==> config.mk <==
export PLATFORM = sky130hd
export DESIGN_NAME = serial_subtractor
export DESIGN_NICKNAME = d
export VERILOG_FILES = /design/src/rtl/serial_arith_pkg.sv /design/src/rtl/serial_subtractor_fs.sv /design/src/rtl/serial_subtractor.sv
export SDC_FILE = /design/constraint.sdc
export NUM_CORES = 1
export LEC_CHECK = 0
export ABC_AREA = 1
export ABC_CLOCK_PERIOD_IN_PS = 2200
export BUFFER_PORTS_ARGS = -buffer_cell sky130_fd_sc_hd__buf_2
export CAP_MARGIN = 20
export CORE_ASPECT_RATIO = 2
export CORE_UTILIZATION = 55
export CTS_BUF_LIST = sky130_fd_sc_hd__clkbuf_16
export DETAILED_ROUTE_END_ITERATION = 10
export MAX_ROUTING_LAYER = met4
export PLACE_DENSITY = 0.78
export SETUP_SLACK_MARGIN = 0.4
export SYNTH_ARGS = -nofsm -noshare
export SYNTH_HDL_FRONTEND = slang
export SYNTH_HIERARCHICAL = 1
export SYNTH_SLANG_ARGS = --single-unit
==> constraint.sdc <==
create_clock -name clk -period 2.2 [get_ports clk]
set_input_delay 0.22 -clock clk [delete_from_list [all_inputs] [get_ports clk]]
set_output_delay 0.22 -clock clk [all_outputs]
set_load 0.05 [all_outputs]
==> src/rtl/serial_arith_pkg.sv <==
// Shared types and defaults for the bit-serial arithmetic cells.
package serial_arith_pkg;

   localparam int DEF_WIDTH = 8;

   typedef enum logic [1:0] {
      IDLE = 2'd0,
      RUN  = 2'd1,
      DONE = 2'd2
   } state_t;

endpackage

==> src/rtl/serial_subtractor_fs.sv <==
// One-bit full subtractor built from two half-subtractor cells.
module half_subtractor (
   input  logic a,
   input  logic b,
   output logic d,
   output logic bout
);
   assign d    = a ^ b;
   assign bout = ~a & b;
endmodule

module full_subtractor (
   input  logic a,
   input  logic b,
   input  logic bin,
   output logic d,
   output logic bout
);
   logic d1, b1, b2;

   half_subtractor u_hs0 (.a(a),  .b(b),   .d(d1), .bout(b1));
   // The second stage borrows only when a^b is 0 and a borrow comes in.
   half_subtractor u_hs1 (.a(d1), .b(bin), .d(d),  .bout(b2));

   assign bout = b1 | b2;
endmodule

==> src/rtl/serial_subtractor.sv <==
// Bit-serial a - b, LSB first, one bit per clock between two valid/ready streams.
module serial_subtractor
   import serial_arith_pkg::*;
#(
   parameter int WIDTH = DEF_WIDTH
) (
   input  logic             clk,
   input  logic             rst,
   input  logic             in_valid,
   output logic             in_ready,
   input  logic [WIDTH-1:0] a,
   input  logic [WIDTH-1:0] b,
   output logic             out_valid,
   input  logic             out_ready,
   output logic [WIDTH-1:0] diff,
   output logic             borrow,
   output logic             busy
);
   localparam int CW = $clog2(WIDTH) + 1;
   localparam logic [CW-1:0] LAST = CW'(WIDTH - 1);

   state_t           state;
   logic [WIDTH-1:0] a_sh, b_sh, res;
   logic             bflop;
   logic [CW-1:0]    cnt;
   logic             d, bout;

   full_subtractor u_fs (
      .a   (a_sh[0]),
      .b   (b_sh[0]),
      .bin (bflop),
      .d   (d),
      .bout(bout)
   );

   always_ff @(posedge clk) begin
      if (rst) begin
         state     <= IDLE;
         in_ready  <= 1'b1;
         out_valid <= 1'b0;
         busy      <= 1'b0;
         diff      <= '0;
         borrow    <= 1'b0;
         a_sh      <= '0;
         b_sh      <= '0;
         res       <= '0;
         bflop     <= 1'b0;
         cnt       <= '0;
      end else begin
         case (state)
            IDLE: begin
               if (in_valid) begin
                  a_sh     <= a;
                  b_sh     <= b;
                  bflop    <= 1'b0;
                  cnt      <= '0;
                  state    <= RUN;
                  in_ready <= 1'b0;
                  busy     <= 1'b1;
               end
            end
            RUN: begin
               a_sh  <= a_sh >> 1;
               b_sh  <= b_sh >> 1;
               res   <= {d, res[WIDTH-1:1]};
               bflop <= bout;
               cnt   <= cnt + 1'b1;
               // Outputs load from the final bit directly so they stay put until the next op finishes.
               if (cnt == LAST) begin
                  state     <= DONE;
                  out_valid <= 1'b1;
                  diff      <= {d, res[WIDTH-1:1]};
                  borrow    <= bout;
               end
            end
            DONE: begin
               if (out_ready) begin
                  state     <= IDLE;
                  out_valid <= 1'b0;
                  in_ready  <= 1'b1;
                  busy      <= 1'b0;
               end
            end
            default: begin
               state     <= IDLE;
               in_ready  <= 1'b1;
               out_valid <= 1'b0;
               busy      <= 1'b0;
            end
         endcase
      end
   end
endmodule
==> impl_metrics.yaml, run 1 <==
outcome:
  status: "finished with violations"
  violations: "design-rule violations"
sta:
  finalSetupViolations: 0
  period_needed_ns: 1.497
  hold_viol: 0
  maxSlewViolCount: 0
  tightest_slew_ns: 0.5797
  rsz0062_at_grt: "false"
  fin_setup_tns_ns: 0
  slew_headroom_pct: 61.21
  fmax_ghz: 0.6678
  finClkSkew_ns: 0.004333
  finalCritPeriodShare_pct: 68.07
  worst_slack_ns: 0.7025
logic_synthesis:
  yosysSeqAreaShare_pct: 44.59
  yosysTopAreaCellShare_pct: 44.59
  synth.net_count: 293
  synth-seq-cells: 42
  synth-edff-count: 0
  yosys_warnings: 6
  yosys-top-cells-count: "nor2_1 (73), nand2_1 (53), dfxtp_1 (42)"
  yosys.area.top_type: "dfxtp_1"
  synth_ff_type: "dfxtp_1"
  syn_inst: 270
  synth_most_common_cell: "nor2_1"
  ys_types: 20
  avgSynthCellArea_um2: 6.984
  synth.area.top_cells: "dfxtp_1 (45%), nor2_1 (15%), nand2_1 (11%)"
  async_reset_ff_share_pct: 0
  syn_area_um2: 1886
power:
  ir_drop_uv: 656.1
  p_leak_nw: 1.031
  totalPowerFinal_mw: 1.815
  power.density_nw_per_um2: 834.6
layout:
  fill_cells: 316
  n_antenna_cell: 0
  area_growth_pct: 15.33
  regArea_um2: 840.8
  fin_nets: 323
  multiInputGateArea_um2: 863.3
  drive_above_1_share_pct: 16.05
cts:
  cts_root_buffer: "clkbuf_16"
  insertion_delay_ns: 0.28
  cts-resized-gates: 0
  cts_tree: "yes"
  clock_path_buffers: 2
  cts.sinks: 42
  cts-htree-levels: 2
  cts-hold-fix-buffers: 0
  cts_buffers: 5
  cts_setup_buffers: 0
  clkSlewWorstSetupHoldPaths_ns: 0.06
critical_path:
  critical_path_class: "reg -> reg"
  cp-startpoint: "cnt[1]"
  required_ns: 2.37
  cp-end-kind: "flip-flop"
  critPathMaxStageDelay_ns: 0.46
  crit_fanout: 9
  startpoint_type: "flip-flop"
  crit_chain: "ha_1 -> nand2_1 -> nor2_1 -> nand3b_1 -> nand2_1 -> nor2_1"
  crit_buf_inv: 0
  cp.arrival_ns: 1.67
  r2r_start: "cnt[1]"
  cp_slowest_cell: "nor2_1"
  cp_top_family: "simple AND/OR/NAND/NOR gates"
die:
  rows: 29
  initial_utilization_pct: 58.39
  dieHeight_um: 84.81
  core-area_um2: 3229
  dieArea_um2: 3681
  die_w_um: 43.40
  design.portCount: 32
detailed_routing:
  wl_per_cell_um: 11.22
  routed-via-count: 1684
  drt_wl_total_um: 3702
  first_pass_iters: 7
  drtIter0Drc: 36
  drtAntennaViolNets: 0
  drcViolationCount: 4
  routed_via_density: 5.103
global_routing:
  grtUsageTotal_pct: 24.11
  met1_usage_pct: 22.24
  gr-max-usage-layer: "met2"
  antenna_found_initial: 0
  grt_pass1_wl_um: 6589
  overflow: 0
  grt_max_degree: 20
  grt.met3_usage_pct: 5.806
  grt_use_met2_pct: 44.35
  grt_pass1_vias: 1611
placed_design:
  gp_congestion: 0.8055
  portBuffers: 31
  hpwl_um: 2637
  pre_cts_slack_ns: 0.7288
run:
  maxCapViolCount: 0
worst_hold_path:
  hold_class: "in -> reg"
  hp-start: "a[7]"
flip-flops by register name (all words and copies together), names as in the netlist:
signal,cells
state,2
borrow,1
in_ready,1
cnt,4
diff,8
busy,1
out_valid,1
bflop,1
a_sh,8
b_sh,8
res,7
cells by family (layout without fill, tap and decap cells):
kind of cell,after synthesis,in the layout,share of synthesized area (%)
fa+ha+maj,3,3,1.991
simple gates,167,167,38.89
buf+inv,40,69,9.622
flops,42,42,44.59
compound gates,18,18,4.910
cells in the final DEF (no fill, tap or decap):
cell type / n
a21oi_1: 5
buf_12: 1
buf_2: 31
buf_4: 3
clkbuf_16: 5
clkinv_1: 2
dfxtp_1: 42
ha_1: 3
inv_1: 25
inv_2: 2
nand2_1: 53
nand2_4: 3
nand3_1: 24
nand3b_1: 10
nor2_1: 73
nor2_2: 2
nor2_4: 1
nor3b_1: 1
o21ai_0: 11
o22ai_1: 2
area by class of cell:
| cell class | count | share of cell area [%] |
|---|---|---|
| Tap cell | 31 | 1.784 |
| Multi-Input combinational cell | 188 | 39.70 |
| Clock buffer | 5 | 5.754 |
| Sequential cell | 42 | 38.67 |
| Clock inverter | 1 | 0.1726 |
| Inverter | 28 | 4.833 |
| Timing Repair Buffer | 35 | 9.091 |
worst min-delay path: cells and delay by family:
| family | cells | cell delay [ns] |
|---|---|---|
| compound gates | 1 | 0.06 |
| buf+inv | 2 | 0.13 |
metrics by stage:
step | utilization, % | instance area [um^2] | hold WS (ns) | std cells
6_report | 67.34 | 2175 | 0.1838 | 330
4_1_cts | 67.34 | 2175 | 0.1837 | 330
3_5_place_dp | 63.35 | 2046 | 0.4599 | 324
2_1_floorplan | - | 1886 | 0.3641 | 270
5_1_grt | 67.34 | 2175 | 0.1862 | 330
3_3_place_gp | 63.35 | 2046 | 0.4514 | 324
metal layers:
metal	share of wire, %	vias to the layer above	wire [um]
li1	-	889	-
met1	40	762	1498
met2	55	25	2032
met3	2.6	8	96
met4	2.0	0	75
met5	0	-	0
path summary, 6_finish.rpt:
| kind | end | slack [ns] | cells after the start |
|---|---|---|---|
| setup / recovery | diff[6] | 0.70 | 6 |
| setup reg to reg | diff[6] | 0.70 | 6 |
| hold reg to reg | diff[4] | 0.47 | 2 |
| hold / removal | a_sh[7] | 0.18 | 3 |
power breakdown:
group | total, mW | internal, mW | switching, mW
clock network | 0.674 | 0.403 | 0.271
logic | 0.292 | 0.106 | 0.186
registers | 0.850 | 0.815 | 0.0346
(Power assumes the default switching activity.)
==> run 2: changes to the inputs <==
Settings changed: ABC_CLOCK_PERIOD_IN_PS 2200 to 1300, CORE_UTILIZATION 55 to 49, PLACE_DENSITY 0.78 to 0.74.
Clock period 2.2 ns to 1.3 ns, I/O delays scaled along.
==> run 2 against run 1 <==
Compared with the run above: the flow finishes with violations (negative setup slack); sequential cell count unchanged; sequential power increased by 74%; final cell count grew 16%; total power rose by 110%; die area up 12%; register-to-register slack worse by 0.76 ns; cell area is 46% higher; clock skew is essentially flat; global-route usage grew 8.6 points; clock power increased by 72%; largest power group unchanged; routed wire length grew 95%; combinational power increased to 4.2 times the previous value.
==> impl_metrics.yaml, run 2 (same netlist as run 1, synthesis figures left out) <==
outcome:
  status: "finished with violations"
  violations: "negative setup slack"
critical_path:
  cp_slowest_cell: "dfxtp_4"
  rrSetupSlack_ns: -0.06
  r2r_end: "cnt[3]"
  reg2reg_depth: 9
  startpoint_type: "flip-flop"
  critical_path_class: "reg -> reg"
  critPathMaxStageDelay_ns: 0.36
  crit_top_cell: "buf_12"
  cp-startpoint: "state[0]"
  crit_fanout: 7
  required_ns: 1.48
  cp.arrival_ns: 1.54
  cp-end-kind: "flip-flop"
  r2r_start: "state[0]"
  cp-endpoint: "cnt[3]"
  crit_chain: "buf_12 -> nor2_4 -> buf_6 -> buf_12 -> nand2_8 -> nand2_2 -> nand2_1 -> inv_1 -> nor2_1"
die:
  die_w_um: 45.87
  dieArea_um2: 4115
  dieHeight_um: 89.73
  rows: 31
  design.portCount: 32
  core-area_um2: 3646
  initial_utilization_pct: 51.72
detailed_routing:
  wl_per_cell_um: 18.82
  drtIter0Drc: 195
  drcViolationCount: 0
  drtAntennaViolNets: 0
  first_pass_iters: 5
  drt_wl_total_um: 7209
  routed-via-count: 2164
  routed_via_density: 5.650
sta:
  hold-worst-slack_ns: 0.08339
  finalSetupViolations: 3
  finalCritPeriodShare_pct: 104.7
  fmax_ghz: 0.7350
  period_needed_ns: 1.361
  slew_headroom_pct: 72.29
  worst_slack_ns: -0.06062
  hold_viol: 0
  finClkSkew_ns: 0.004805
  rsz0062_at_grt: "true"
  tightest_slew_ns: 0.4157
  maxSlewViolCount: 0
global_routing:
  grt_pass1_vias: 2077
  overflow: 0
  grt_max_degree: 16
  grt_pass1_wl_um: 9577
  grtUsageTotal_pct: 32.76
  antenna_found_initial: 0
cts:
  clock_path_buffers: 2
  insertion_delay_ns: 0.28
  cts-htree-levels: 2
  cts_tree: "yes"
  cts-hold-fix-buffers: 0
  cts_buffers: 5
  cts_root_buffer: "clkbuf_16"
  clkSlewWorstSetupHoldPaths_ns: 0.06
  cts.sinks: 42
power:
  ir_drop_uv: 1392
  p_leak_nw: 1.431
  power.density_nw_per_um2: 1224
layout:
  area_growth_pct: 67.95
  mostFrequentLayoutCells: "nor2_1 (61), nand2_1 (34), dfxtp_1 (24)"
  final_common_cell: "nor2_1"
  top_regs: "a_sh x8, b_sh x8, diff x8"
  n_antenna_cell: 0
  final_util_pct: 86.86
  drive_above_1_share_pct: 46.41
  fin_nets: 357
placed_design:
  hpwl_um: 2731
  gp_congestion: 0.7253
  portBuffers: 31
worst_hold_path:
  hold_class: "in -> reg"
run:
  maxCapViolCount: 0
[run 2: cell count changes in the layout (fill, tap and decap cells not counted), moves of 10 or more]
cell | previous run | this run
buf_2 | 31 | 19
buf_6 | 0 | 11
buf_8 | 0 | 11
dfxtp_1 | 42 | 24
dfxtp_2 | 0 | 15
nand2_1 | 53 | 34
nand2_2 | 0 | 11
nor2_1 | 73 | 61
nor2_4 | 1 | 11
[run 2: critical path: cells and delay by family (launching register included)]
kind                   cells  cell delay [ns]
flip-flops                 1             0.36
AND/OR/NAND/NOR            5             0.43
buffers and inverters      4             0.45
[run 2: worst min-delay path by stage]
stage                     start  endpoint  cells past startpoint
after detailed placement   a[7]   a_sh[7]                      3
after global placement     a[7]   a_sh[7]                      3
final                      b[7]   b_sh[7]                      3
after global routing       b[7]   b_sh[7]                      3
after CTS                  a[7]   a_sh[7]                      3
after floorplan            a[7]   a_sh[7]                      2
[run 2: final cells by class]
type	instances	area, um^2
clock buffers	5	125.1
flip-flops and latches	42	870.8
inverters	28	112.6
repair buffers	64	759.5
well taps	49	61.31
multi-input cells	193	1230
fillers	195	479.2
clock inverters	2	7.507
[run 2: timing repair]
action / in CTS / in global routing
endpoints found under the hold margin: 0 / 0
setup buffers: 14 / 6
resized for setup: 76 / 68
setup endpoints to repair: 54 / 54
pin swaps: 29 / 44
gates cloned: 12 / 0
[run 2: power breakdown]
| part | total [mW] | switching [mW] | leakage, nW | internal, mW |
|---|---|---|---|---|
| sequential | 1.48 | 0.0968 | 0.351 | 1.38 |
| clock | 1.16 | 0.476 | 0.0723 | 0.687 |
| combinational | 1.23 | 0.628 | 1.01 | 0.603 |
| total | 3.88 | 1.20 | 1.43 | 2.67 |
[run 2: per-stage QoR]
stage                     power (mW)  setup slack, ns  setup TNS (ns)  cells  area [um^2]
after global routing           4.004          -0.1472         -0.6619    383         3167
after floorplan                1.877          0.01458               0    270         1943
after CTS                      3.588         0.003904               0    377         2854
after global placement         1.987         -0.01397        -0.01397    344         2140
after detailed placement       2.002         -0.03896        -0.07161    344         2140
final                          3.875         -0.06062        -0.09075    383         3167
[run 2: layer usage]
| layer | global-route usage (%) | wire length, um |
|---|---|---|
| met3 | 7.229 | 394 |
| met4 | 20.10 | 437 |
| met2 | 53.52 | 3927 |
| met5 | - | 0 |
| met1 | 32.99 | 2449 |
